<file path="src/rtl/morse_pkg.sv">
// Shared types and constants for the Morse message scheduler.
package morse_pkg;

    localparam int PATTERN_BITS = 15;

    typedef enum logic [1:0] {
        ST_IDLE  = 2'd0,
        ST_SHIFT = 2'd1,
        ST_GAP   = 2'd2,
        ST_FIN   = 2'd3
    } state_e;

    // 15-unit line pattern per decimal digit, bit 14 goes out first.
    // Only called with validated digits (0..9); others map to a silent line.
    function automatic logic [PATTERN_BITS-1:0] pattern_of(input logic [3:0] d);
        logic [PATTERN_BITS-1:0] p;
        case (d)
            4'd0:    p = 15'b111111111111111;
            4'd1:    p = 15'b011111111111100;
            4'd2:    p = 15'b001111111110000;
            4'd3:    p = 15'b000111111000000;
            4'd4:    p = 15'b000011100000000;
            4'd5:    p = 15'b000000000000000;
            4'd6:    p = 15'b111000000000000;
            4'd7:    p = 15'b111111000000000;
            4'd8:    p = 15'b111111111000000;
            4'd9:    p = 15'b111111111111000;
            default: p = '0;
        endcase
        return p;
    endfunction

endpackage

</file>
<file path="src/rtl/morse_unit_shifter.sv">
// Plays one 15-unit pattern onto a single line, each unit TICK_DIV cycles long.
// Zeros shift in behind the pattern, so the line idles low once it is done.
module morse_unit_shifter
    import morse_pkg::*;
#(
    parameter int TICK_DIV = 4
) (
    input  logic                    clk,
    input  logic                    rst,
    input  logic                    load_i,
    input  logic [PATTERN_BITS-1:0] pattern_i,
    output logic                    bit_out_o,
    output logic                    last_unit_done_o
);

    localparam int TW = (TICK_DIV > 1) ? $clog2(TICK_DIV) : 1;
    localparam logic [TW-1:0] TICK_LAST = TW'(TICK_DIV - 1);
    localparam logic [3:0]    UNIT_LAST = 4'(PATTERN_BITS - 1);

    logic [PATTERN_BITS-1:0] sh_q;
    logic [TW-1:0]           tick_q;
    logic [3:0]              unit_q;
    logic                    active_q;
    logic                    tick_end;

    assign tick_end         = active_q && (tick_q == TICK_LAST);
    assign last_unit_done_o = tick_end && (unit_q == UNIT_LAST);
    assign bit_out_o        = sh_q[PATTERN_BITS-1];

    // Tick divider and shift register; a load restarts unit timing from zero.
    always_ff @(posedge clk) begin
        if (rst) begin
            sh_q     <= '0;
            tick_q   <= '0;
            unit_q   <= '0;
            active_q <= 1'b0;
        end else if (load_i) begin
            sh_q     <= pattern_i;
            tick_q   <= '0;
            unit_q   <= '0;
            active_q <= 1'b1;
        end else if (active_q) begin
            if (tick_end) begin
                tick_q <= '0;
                sh_q   <= {sh_q[PATTERN_BITS-2:0], 1'b0};
                unit_q <= unit_q + 4'd1;
                if (unit_q == UNIT_LAST)
                    active_q <= 1'b0;
            end else begin
                tick_q <= tick_q + 1'b1;
            end
        end
    end

endmodule

</file>
<file path="src/rtl/morse_msg_scheduler.sv">
// Accepts a BCD message and sequences its digits as Morse patterns on one line,
// with a low gap between digits and a one-cycle done pulse at the end.
module morse_msg_scheduler
    import morse_pkg::*;
#(
    parameter int MAX_DIGITS = 8,
    parameter int TICK_DIV   = 4,
    parameter int GAP_UNITS  = 3,
    parameter int LEN_W      = 4
) (
    input  logic                    clk,
    input  logic                    rst,
    input  logic                    msg_valid,
    output logic                    msg_ready,
    input  logic [4*MAX_DIGITS-1:0] msg_digits,
    input  logic [LEN_W-1:0]        msg_len,
    output logic                    mors,
    output logic                    busy,
    output logic [LEN_W-1:0]        digit_idx,
    output logic                    done,
    output logic                    err
);

    localparam int GAP_CYC = GAP_UNITS * TICK_DIV;
    localparam int GW      = (GAP_CYC > 1) ? $clog2(GAP_CYC) : 1;
    localparam logic [GW-1:0] GAP_LAST = GW'(GAP_CYC - 1);

    state_e                  state_q;
    logic [4*MAX_DIGITS-1:0] digits_q;
    logic [LEN_W-1:0]        len_q;
    logic [LEN_W-1:0]        idx_q;
    logic [GW-1:0]           gap_q;
    logic                    ready_q, busy_q, done_q, err_q;

    logic                    accept, msg_ok, last_unit, last_digit, gap_end;
    logic [LEN_W-1:0]        nxt_idx;
    logic [3:0]              nxt_digit;
    logic                    load;
    logic [PATTERN_BITS-1:0] load_pat;

    assign accept     = msg_valid && ready_q;
    assign last_digit = (idx_q == len_q - 1'b1);
    assign gap_end    = (state_q == ST_GAP) && (gap_q == GAP_LAST);
    assign nxt_idx    = idx_q + 1'b1;

    // Message validation: length in range and every digit in use is BCD.
    always_comb begin
        msg_ok = (msg_len != '0) && (int'(msg_len) <= MAX_DIGITS);
        for (int k = 0; k < MAX_DIGITS; k++)
            if ((k < int'(msg_len)) && (msg_digits[4*k +: 4] > 4'd9))
                msg_ok = 1'b0;
    end

    // Select the next stored digit and decide when the shifter gets a new pattern.
    always_comb begin
        nxt_digit = '0;
        for (int k = 0; k < MAX_DIGITS; k++)
            if (nxt_idx == LEN_W'(k))
                nxt_digit = digits_q[4*k +: 4];
        load     = 1'b0;
        load_pat = pattern_of(nxt_digit);
        if (accept && msg_ok) begin
            load     = 1'b1;
            load_pat = pattern_of(msg_digits[3:0]);
        end else if (state_q == ST_SHIFT && last_unit && !last_digit && GAP_UNITS == 0) begin
            load = 1'b1;
        end else if (gap_end) begin
            load = 1'b1;
        end
    end

    morse_unit_shifter #(.TICK_DIV(TICK_DIV)) u_shifter (
        .clk              (clk),
        .rst              (rst),
        .load_i           (load),
        .pattern_i        (load_pat),
        .bit_out_o        (mors),
        .last_unit_done_o (last_unit)
    );

    // Scheduler FSM with registered handshake/status outputs.
    always_ff @(posedge clk) begin
        if (rst) begin
            state_q  <= ST_IDLE;
            digits_q <= '0;
            len_q    <= '0;
            idx_q    <= '0;
            gap_q    <= '0;
            ready_q  <= 1'b1;
            busy_q   <= 1'b0;
            done_q   <= 1'b0;
            err_q    <= 1'b0;
        end else begin
            done_q <= 1'b0;
            err_q  <= 1'b0;
            case (state_q)
                ST_IDLE, ST_FIN: begin
                    state_q <= ST_IDLE;
                    if (accept) begin
                        if (msg_ok) begin
                            digits_q <= msg_digits;
                            len_q    <= msg_len;
                            idx_q    <= '0;
                            state_q  <= ST_SHIFT;
                            busy_q   <= 1'b1;
                            ready_q  <= 1'b0;
                        end else begin
                            err_q <= 1'b1;
                        end
                    end
                end
                ST_SHIFT: begin
                    if (last_unit) begin
                        if (last_digit) begin
                            state_q <= ST_FIN;
                            done_q  <= 1'b1;
                            busy_q  <= 1'b0;
                            ready_q <= 1'b1;
                        end else if (GAP_UNITS > 0) begin
                            state_q <= ST_GAP;
                            gap_q   <= '0;
                        end else begin
                            idx_q <= nxt_idx;
                        end
                    end
                end
                ST_GAP: begin
                    if (gap_end) begin
                        state_q <= ST_SHIFT;
                        idx_q   <= nxt_idx;
                    end else begin
                        gap_q <= gap_q + 1'b1;
                    end
                end
                default: state_q <= ST_IDLE;
            endcase
        end
    end

    assign msg_ready = ready_q;
    assign busy      = busy_q;
    assign done      = done_q;
    assign err       = err_q;
    assign digit_idx = idx_q;

endmodule

</file>
<file path="config.mk">
export PLATFORM = sky130hd
export DESIGN_NAME = morse_msg_scheduler
export DESIGN_NICKNAME = d
export VERILOG_FILES = /design/src/rtl/morse_pkg.sv /design/src/rtl/morse_unit_shifter.sv /design/src/rtl/morse_msg_scheduler.sv
export SDC_FILE = /design/constraint.sdc
export NUM_CORES = 1
export LEC_CHECK = 0
export CAP_MARGIN = 30
export CORE_MARGIN = 1.5
export CORE_UTILIZATION = 55
export CTS_CLUSTER_SIZE = 8
export DETAILED_ROUTE_END_ITERATION = 12
export GPL_ROUTABILITY_DRIVEN = 1
export HOLD_SLACK_MARGIN = 0.05
export PLACE_DENSITY_LB_ADDON = 0.08
export SYNTH_ARGS = -nofsm -noshare
export SYNTH_HDL_FRONTEND = slang
export SYNTH_SLANG_ARGS = --single-unit
</file>
<file path="constraint.sdc">
create_clock -name clk -period 3.3 [get_ports clk]
set_input_delay 0.495 -clock clk [delete_from_list [all_inputs] [get_ports clk]]
set_output_delay 0.495 -clock clk [all_outputs]
set_load 0.005 [all_outputs]
</file>
# Yosys cells after proc, flatten, opt, wreduce, memory -nomap -nowiden
# Memory sizes are Yosys's and may differ from the RTL's.
# Index checks and enable logic that the tools add are counted.
dict set report totals {
  ff_bits 72
  romBits 480
  n_memories 2
}
# memory words width read_ports rd_ports_with_merged_regs wr line
set memory_table {}
lappend memory_table {{(no name shown)} 16 15 1 0 0 morse_pkg.sv:17} ;# case (d)
lappend memory_table {{(no name shown)} 16 15 1 0 0 morse_pkg.sv:17}
dict set report classes {
  addsub 5
  magnitude_cmp 17
  n_eq_ne 21
  muxes 53
  bitwise_logic 4
  n_reduce_logical 32
}
# operator count
set op_table {}
lappend op_table {{$mux W15} 4}
lappend op_table {{$mux W4} 14}
lappend op_table {{$gt A4 B4 Y1 const B} 8}
lappend op_table {{$mux W1} 27}
lappend op_table {{$eq A4 B3 Y1 const B} 4}
lappend op_table {{$lt A3 B4 Y1 const A} 4}
lappend op_table {{$pmux W4 S2} 2}
lappend op_table {{$logic_and A1 B1 Y1} 14}
lappend op_table {{$ne A2 B2 Y1 const B} 7}
lappend op_table {{$add A4 B1 Y4 const B} 3}
lappend op_table {{$eq A4 B2 Y1 const B} 2}
lappend op_table {{$eq A4 B4 Y1 const B} 2}
lappend op_table {{$lt A1 B4 Y1 const A} 2}
lappend op_table {{$lt A2 B4 Y1 const A} 2}
lappend op_table {{$reduce_and A4 Y1} 2}
lappend op_table {{$reduce_bool A2 Y1} 4}
lappend op_table {{$eq A2 B2 Y1 const B} 3}
lappend op_table {{$mux W2} 3}
lappend op_table {{$pmux W2 S3} 1}
lappend op_table {{$reduce_and A2 Y1} 3}
lappend op_table {{$reduce_or A3 Y1} 2}
lappend op_table {{$reduce_and A5 Y1} 1}
lappend op_table {{$eq A4 B1 Y1 const B} 1}
lappend op_table {{$eq A4 B4 Y1} 1}
lappend op_table {{11 further kinds} 16}

# Longest topological paths before layout
dict set report depth {
  depth_word 14
  depth_mapped 15
}

# Cells and area by module
# From an unflattened synthesis, not the netlist that was laid out.
dict set report unflattened {
  hier_cells 496
  hier_area_um2 4226.6
}
# module n_inst cells_per_inst area_each_um2
set by_module_without_submodules {}
lappend by_module_without_submodules {morse_msg_scheduler 1 377 3180.6}
lappend by_module_without_submodules {morse_unit_shifter 1 119 1046.0}

# Least setup slack after synthesis
# Ideal clock, no wire load.
dict set report synth_path {
  kind {register -> register}
  start {reg idx_q[0] (netlist: digit_idx[0])}
  end {reg u_shifter.sh_q[6]}
  setup_time_ps 103
  arrival_time_ps 2734
  required_time_ps 3197
  setup_slack_ps 462
  path_stages_with_launch 14
  n_path_buf 3
  synth_period_minus_slack_ps 2838
  cell_sequence {dfxtp_1 -> buf_2 -> inv_1 -> ha_1 -> clkbuf_1 -> clkbuf_1 -> a2111oi_0 -> o22ai_1 -> o21a_1 -> inv_1 -> ha_1 -> a21boi_2 -> a211oi_4 -> a2111oi_2}
}
dict set report synth_between {
  elab_chain_cells 13
  elab_cells_between_ends 20
  classes_between {add/sub: 1; eq/ne: 7; mux: 10; reduce/logical: 1; memory: 1}
}
# element line
set synth_lines {}
lappend synth_lines {{from (decl)} morse_msg_scheduler.sv:31} ;# logic [LEN_W-1:0] idx_q;
lappend synth_lines {{from (signal assigned)} morse_msg_scheduler.sv:123} ;# idx_q <= nxt_idx;
lappend synth_lines {{from (signal assigned)} morse_msg_scheduler.sv:130} ;# idx_q <= nxt_idx;
lappend synth_lines {{$add A4 B1 Y4 *} morse_msg_scheduler.sv:44} ;# assign nxt_idx = idx_q + 1'b1;
lappend synth_lines {{$logic_not A4 Y1} morse_msg_scheduler.sv:58} ;# if (nxt_idx == LEN_W'(k))
lappend synth_lines {{$mux W4 (7 in a row)} morse_msg_scheduler.sv:58}
lappend synth_lines {{$mux W4 *} morse_msg_scheduler.sv:58}
lappend synth_lines {{$mem_v2 Z16 W15 *} n/a}
lappend synth_lines {{$mux W15 *} morse_msg_scheduler.sv:62} ;# if (accept && msg_ok) begin
lappend synth_lines {{$mux W15 *} morse_unit_shifter.sv:37} ;# end else if (load_i) begin
lappend synth_lines {{to (signal assigned)} morse_unit_shifter.sv:38} ;# sh_q <= pattern_i;
lappend synth_lines {{to (signal assigned)} morse_unit_shifter.sv:45} ;# sh_q <= {sh_q[PATTERN_BITS-2:0], 1'b0};
lappend synth_lines {{to (decl)} morse_unit_shifter.sv:20} ;# logic [PATTERN_BITS-1:0] sh_q;
# Mark *: on every way between the ends. The rest lies on a longest branch, timed or not.
# A chain may end at the register's enable or synchronous reset.

# Worst setup path in the final report
dict set report layout_path {
  start {reg idx_q[1] (netlist: digit_idx[1])}
  end {reg u_shifter.sh_q[5]}
}
# The elaborated chain is that of the path after synthesis.

==> out/qor.txt <==
Layout area overhead - 18.4%
Gpl congestion - 0.874
Vias in the first global route - 3,656
Tightest Hold Check Type - reg -> reg
Switch share - 0.226
Port Buffers - 47
Clock sink total - 72
Vias post-DR - 3,914
Worst slew margin - 0.555
Gate power share - 0.098
Worst-path fanout max - 15
Most frequent cells in the layout - 72 x nor2_1, 71 x dfxtp_1, 46 x clkdlybuf4s50_1
RSZ-0062 raised after global routing - false
Total of max-cap violations - 0
CTS H-tree depth - 3
Pwr/cell area - 392 mW/mm^2
Worst Max-Slew Pin Slew - 0.667 ns
Dpl hpwl - 7490 um
EDFF count, synth - 0
Count of final max-slew check failures - 0
Syn Inst Count - 523
FF/Latch Area - 0.00144 mm^2
Seq/Total Area, Yosys - 0.338
Final setup TNS - 0 ns
HP Start - u_shifter.sh_q[0]$_SDFFE_PP0P_
DRC - 0
Final nets - 617
Synth Register Bits - 72
DIE AREA - 0.00830 mm^2
Top cell type by total area after synthesis - dfxtp_1
Synth top area share - 0.338
Iteration-0 DRC Markers - 269
FILL cells - 602
Die H - 91.1 um
Top-Level Pins - 48
Most common flop cell mapped by yosys - dfxtp_1
Internal Power - 1530 uW
Fin cells - 661
Clock latency at the later pin of the worst-skew pair - 0.35 ns
Share of flip-flops with an asynchronous set or reset - 0
Share of cells above drive strength 1 - 0.0890
CP max stage cell - ha_1
TritonCTS Buffers - 9
Fin Hold WS - 0.480 ns
Synthesized cell area - 0.00427 mm^2
Worst path cell trace - inv_1 -> ha_1 -> inv_1 -> nand3_1 -> a311oi_1 -> a21oi_1 -> nor2_1 -> o32a_1 -> a211o_1 -> ha_1 -> nand3_1 -> o2111ai_1 -> a311oi_1
Top cells by area, synth - dfxtp_1 34%, mux2i_1 9.6%, nor2_1 6.3%
Critical path data required time - 3.56 ns
Leak - 0.00214 uW
Crit path max-delay family - compound AO/OA/AOI/OAI gates
Drt pass-1 iters - 5
Final Hold Viols - 0
Inst Count DP - 645
Via density - 5.92
Reg-to-Reg Start - digit_idx[1]$_SDFFE_PP0P_
Tot GR Track Use - 0.255
Setup Skew - 0.00575 ns
Crit path largest cell delay - 0.47 ns
DRT Wirelength - 10,300 um
CTS root buf - clkbuf_8
Core box area - 0.00737 mm^2
Yosys warns - 0
Reg power frac - 0.457
Row count - 31
Buf+Inv Stages, Crit Path - 2
Worst-case vdd ir drop - 0.000310 V
Diodes inserted - 0
R2R Setup Slk - 0.30 ns
Clock slew seen by the registers of the worst setup and hold paths - 0.08 ns
First-pass GRT wire length - 17,100 um
Critical Path Sink Type - register
Clock period minus final worst setup slack - 3.00 ns
Initial Util - 0.579
Critical Path AT - 3.26 ns
Synth cell types - 68
# setup viols final - 0
Net Count, Synth - 583
Clock buffer depth - 2
Fmax - 0.333 GHz
Commonest non-fill, non-tap cell in the layout - nor2_1
CP startpoint kind - register
Die X - 91.1 um
Outcome - finished, final reports clean
Pin count of the biggest net entering global routing - 38
Setup Crit Path Kind - reg -> reg
Routed Antenna Nets - 0
Wire per inst - 15.6 um
TritonCTS clock tree - built
NetSw - 449 uW
Worst Setup SP - digit_idx[1]$_SDFFE_PP0P_
Multi-input logic area - 0.00256 mm^2
Clock share of power - 0.445
GRT Residual Overflow - 0
Mean Syn Cell Area - 8.16 um^2
Final worst-path cycle share - 0.909
Number of antenna violations at the first check in global routing - 0
[kinds of logic (layout without fill, tap and decap cells)]
group / after synthesis / after routing / share of synthesized area
simple gates: 176 / 176 / 0.194
buf+inv: 62 / 101 / 0.0627
xor+xnor: 8 / 8 / 0.0164
compound gates: 142 / 142 / 0.229
flops: 72 / 72 / 0.338
mux: 42 / 42 / 0.0988
fa+ha+maj: 21 / 21 / 0.0615
[cells in the mapped netlist, types with 5 or more instances]
| library cell | instances |
|---|---|
| nor2_1 | 72 |
| and4_1 | 5 |
| a211oi_1 | 5 |
| nand2_1 | 45 |
| ha_1 | 21 |
| o21ai_0 | 32 |
| dfxtp_1 | 72 |
| xnor2_1 | 5 |
| a21oi_1 | 33 |
| inv_1 | 21 |
| a31oi_1 | 10 |
| nand3_1 | 12 |
| a22oi_1 | 5 |
| clkbuf_1 | 18 |
| nor3_1 | 7 |
| nor2b_1 | 5 |
| nand3b_1 | 5 |
| o21ai_1 | 7 |
| mux2i_1 | 41 |
| buf_2 | 16 |
[state kept, by name, indices dropped and copies added (netlist names)]
register and cells:
u_shifter.tick_q 2, state_q 2, busy 1, digit_idx 4, done 1, gap_q 4, u_shifter.sh_q 15, len_q 4
digits_q 32, u_shifter.active_q 1, u_shifter.unit_q 4, err 1, msg_ready 1
[final cells by class]
cell class	instances	area share
Timing Repair Buffer	61	0.115
Clock inverter	5	0.0203
Sequential cell	72	0.285
Clock buffer	11	0.0300
Multi-Input combinational cell	389	0.507
Inverter	24	0.0178
Tap cell	99	0.0245
[power groups by stage]
| stage | combinational, uW | clock (uW) | sequential (uW) |
|---|---|---|---|
| 2_1_floorplan | 107 | 0 | 922 |
| 3_3_place_gp | 190 | 0 | 926 |
| 3_5_place_dp | 193 | 0 | 926 |
| 4_1_cts | 194 | 898 | 906 |
| 5_1_grt | 213 | 934 | 909 |
| 6_report | 194 | 882 | 906 |
[layer usage]
| metal | vias up | part of all wire | GRT usage | routed length, um |
|---|---|---|---|---|
| met2 | 133 | 0.48 | 0.430 | 4940 |
| met5 | - | 0 | 0 | 0 |
| met3 | 21 | 0.055 | 0.0595 | 568 |
| met4 | 0 | 0.022 | 0.0885 | 230 |
| li1 | 1942 | - | - | - |
| met1 | 1818 | 0.44 | 0.317 | 4580 |
[path summary, 6_finish.rpt]
path                                    endpoint  cells after the start
setup / recovery  u_shifter.sh_q[5]$_SDFFE_PP0P_                     13
hold / removal    u_shifter.sh_q[0]$_SDFFE_PP0P_                      2
setup reg to reg  u_shifter.sh_q[5]$_SDFFE_PP0P_                     13
hold reg to reg   u_shifter.sh_q[0]$_SDFFE_PP0P_                      2
[through the flow]
stage / utilization / area, um^2 / worst slack [ns] / power, uW
6_report: 0.686 / 5050 / 0.301 / 1980
3_5_place_dp: 0.651 / 4800 / 0.209 / 1120
3_3_place_gp: 0.651 / 4800 / 0.246 / 1120
2_1_floorplan: - / 4270 / 0.462 / 1030
4_1_cts: 0.686 / 5050 / 0.178 / 2000
5_1_grt: 0.686 / 5050 / 0.0709 / 2060
[worst min-delay path, delay by kind of cell (launching register included)]
family          cells  cell delay [ns]
simple gates        1             0.06
compound gates      1             0.06
flops               1             0.32
[what timing repair did]
action                     4_1_cts  5_1_grt
hold buffers                     0        0
setup endpoints to repair        0        6
buffers inserted                 0        0
gates resized for setup          0        1
Power figures use the tool's default switching activity.
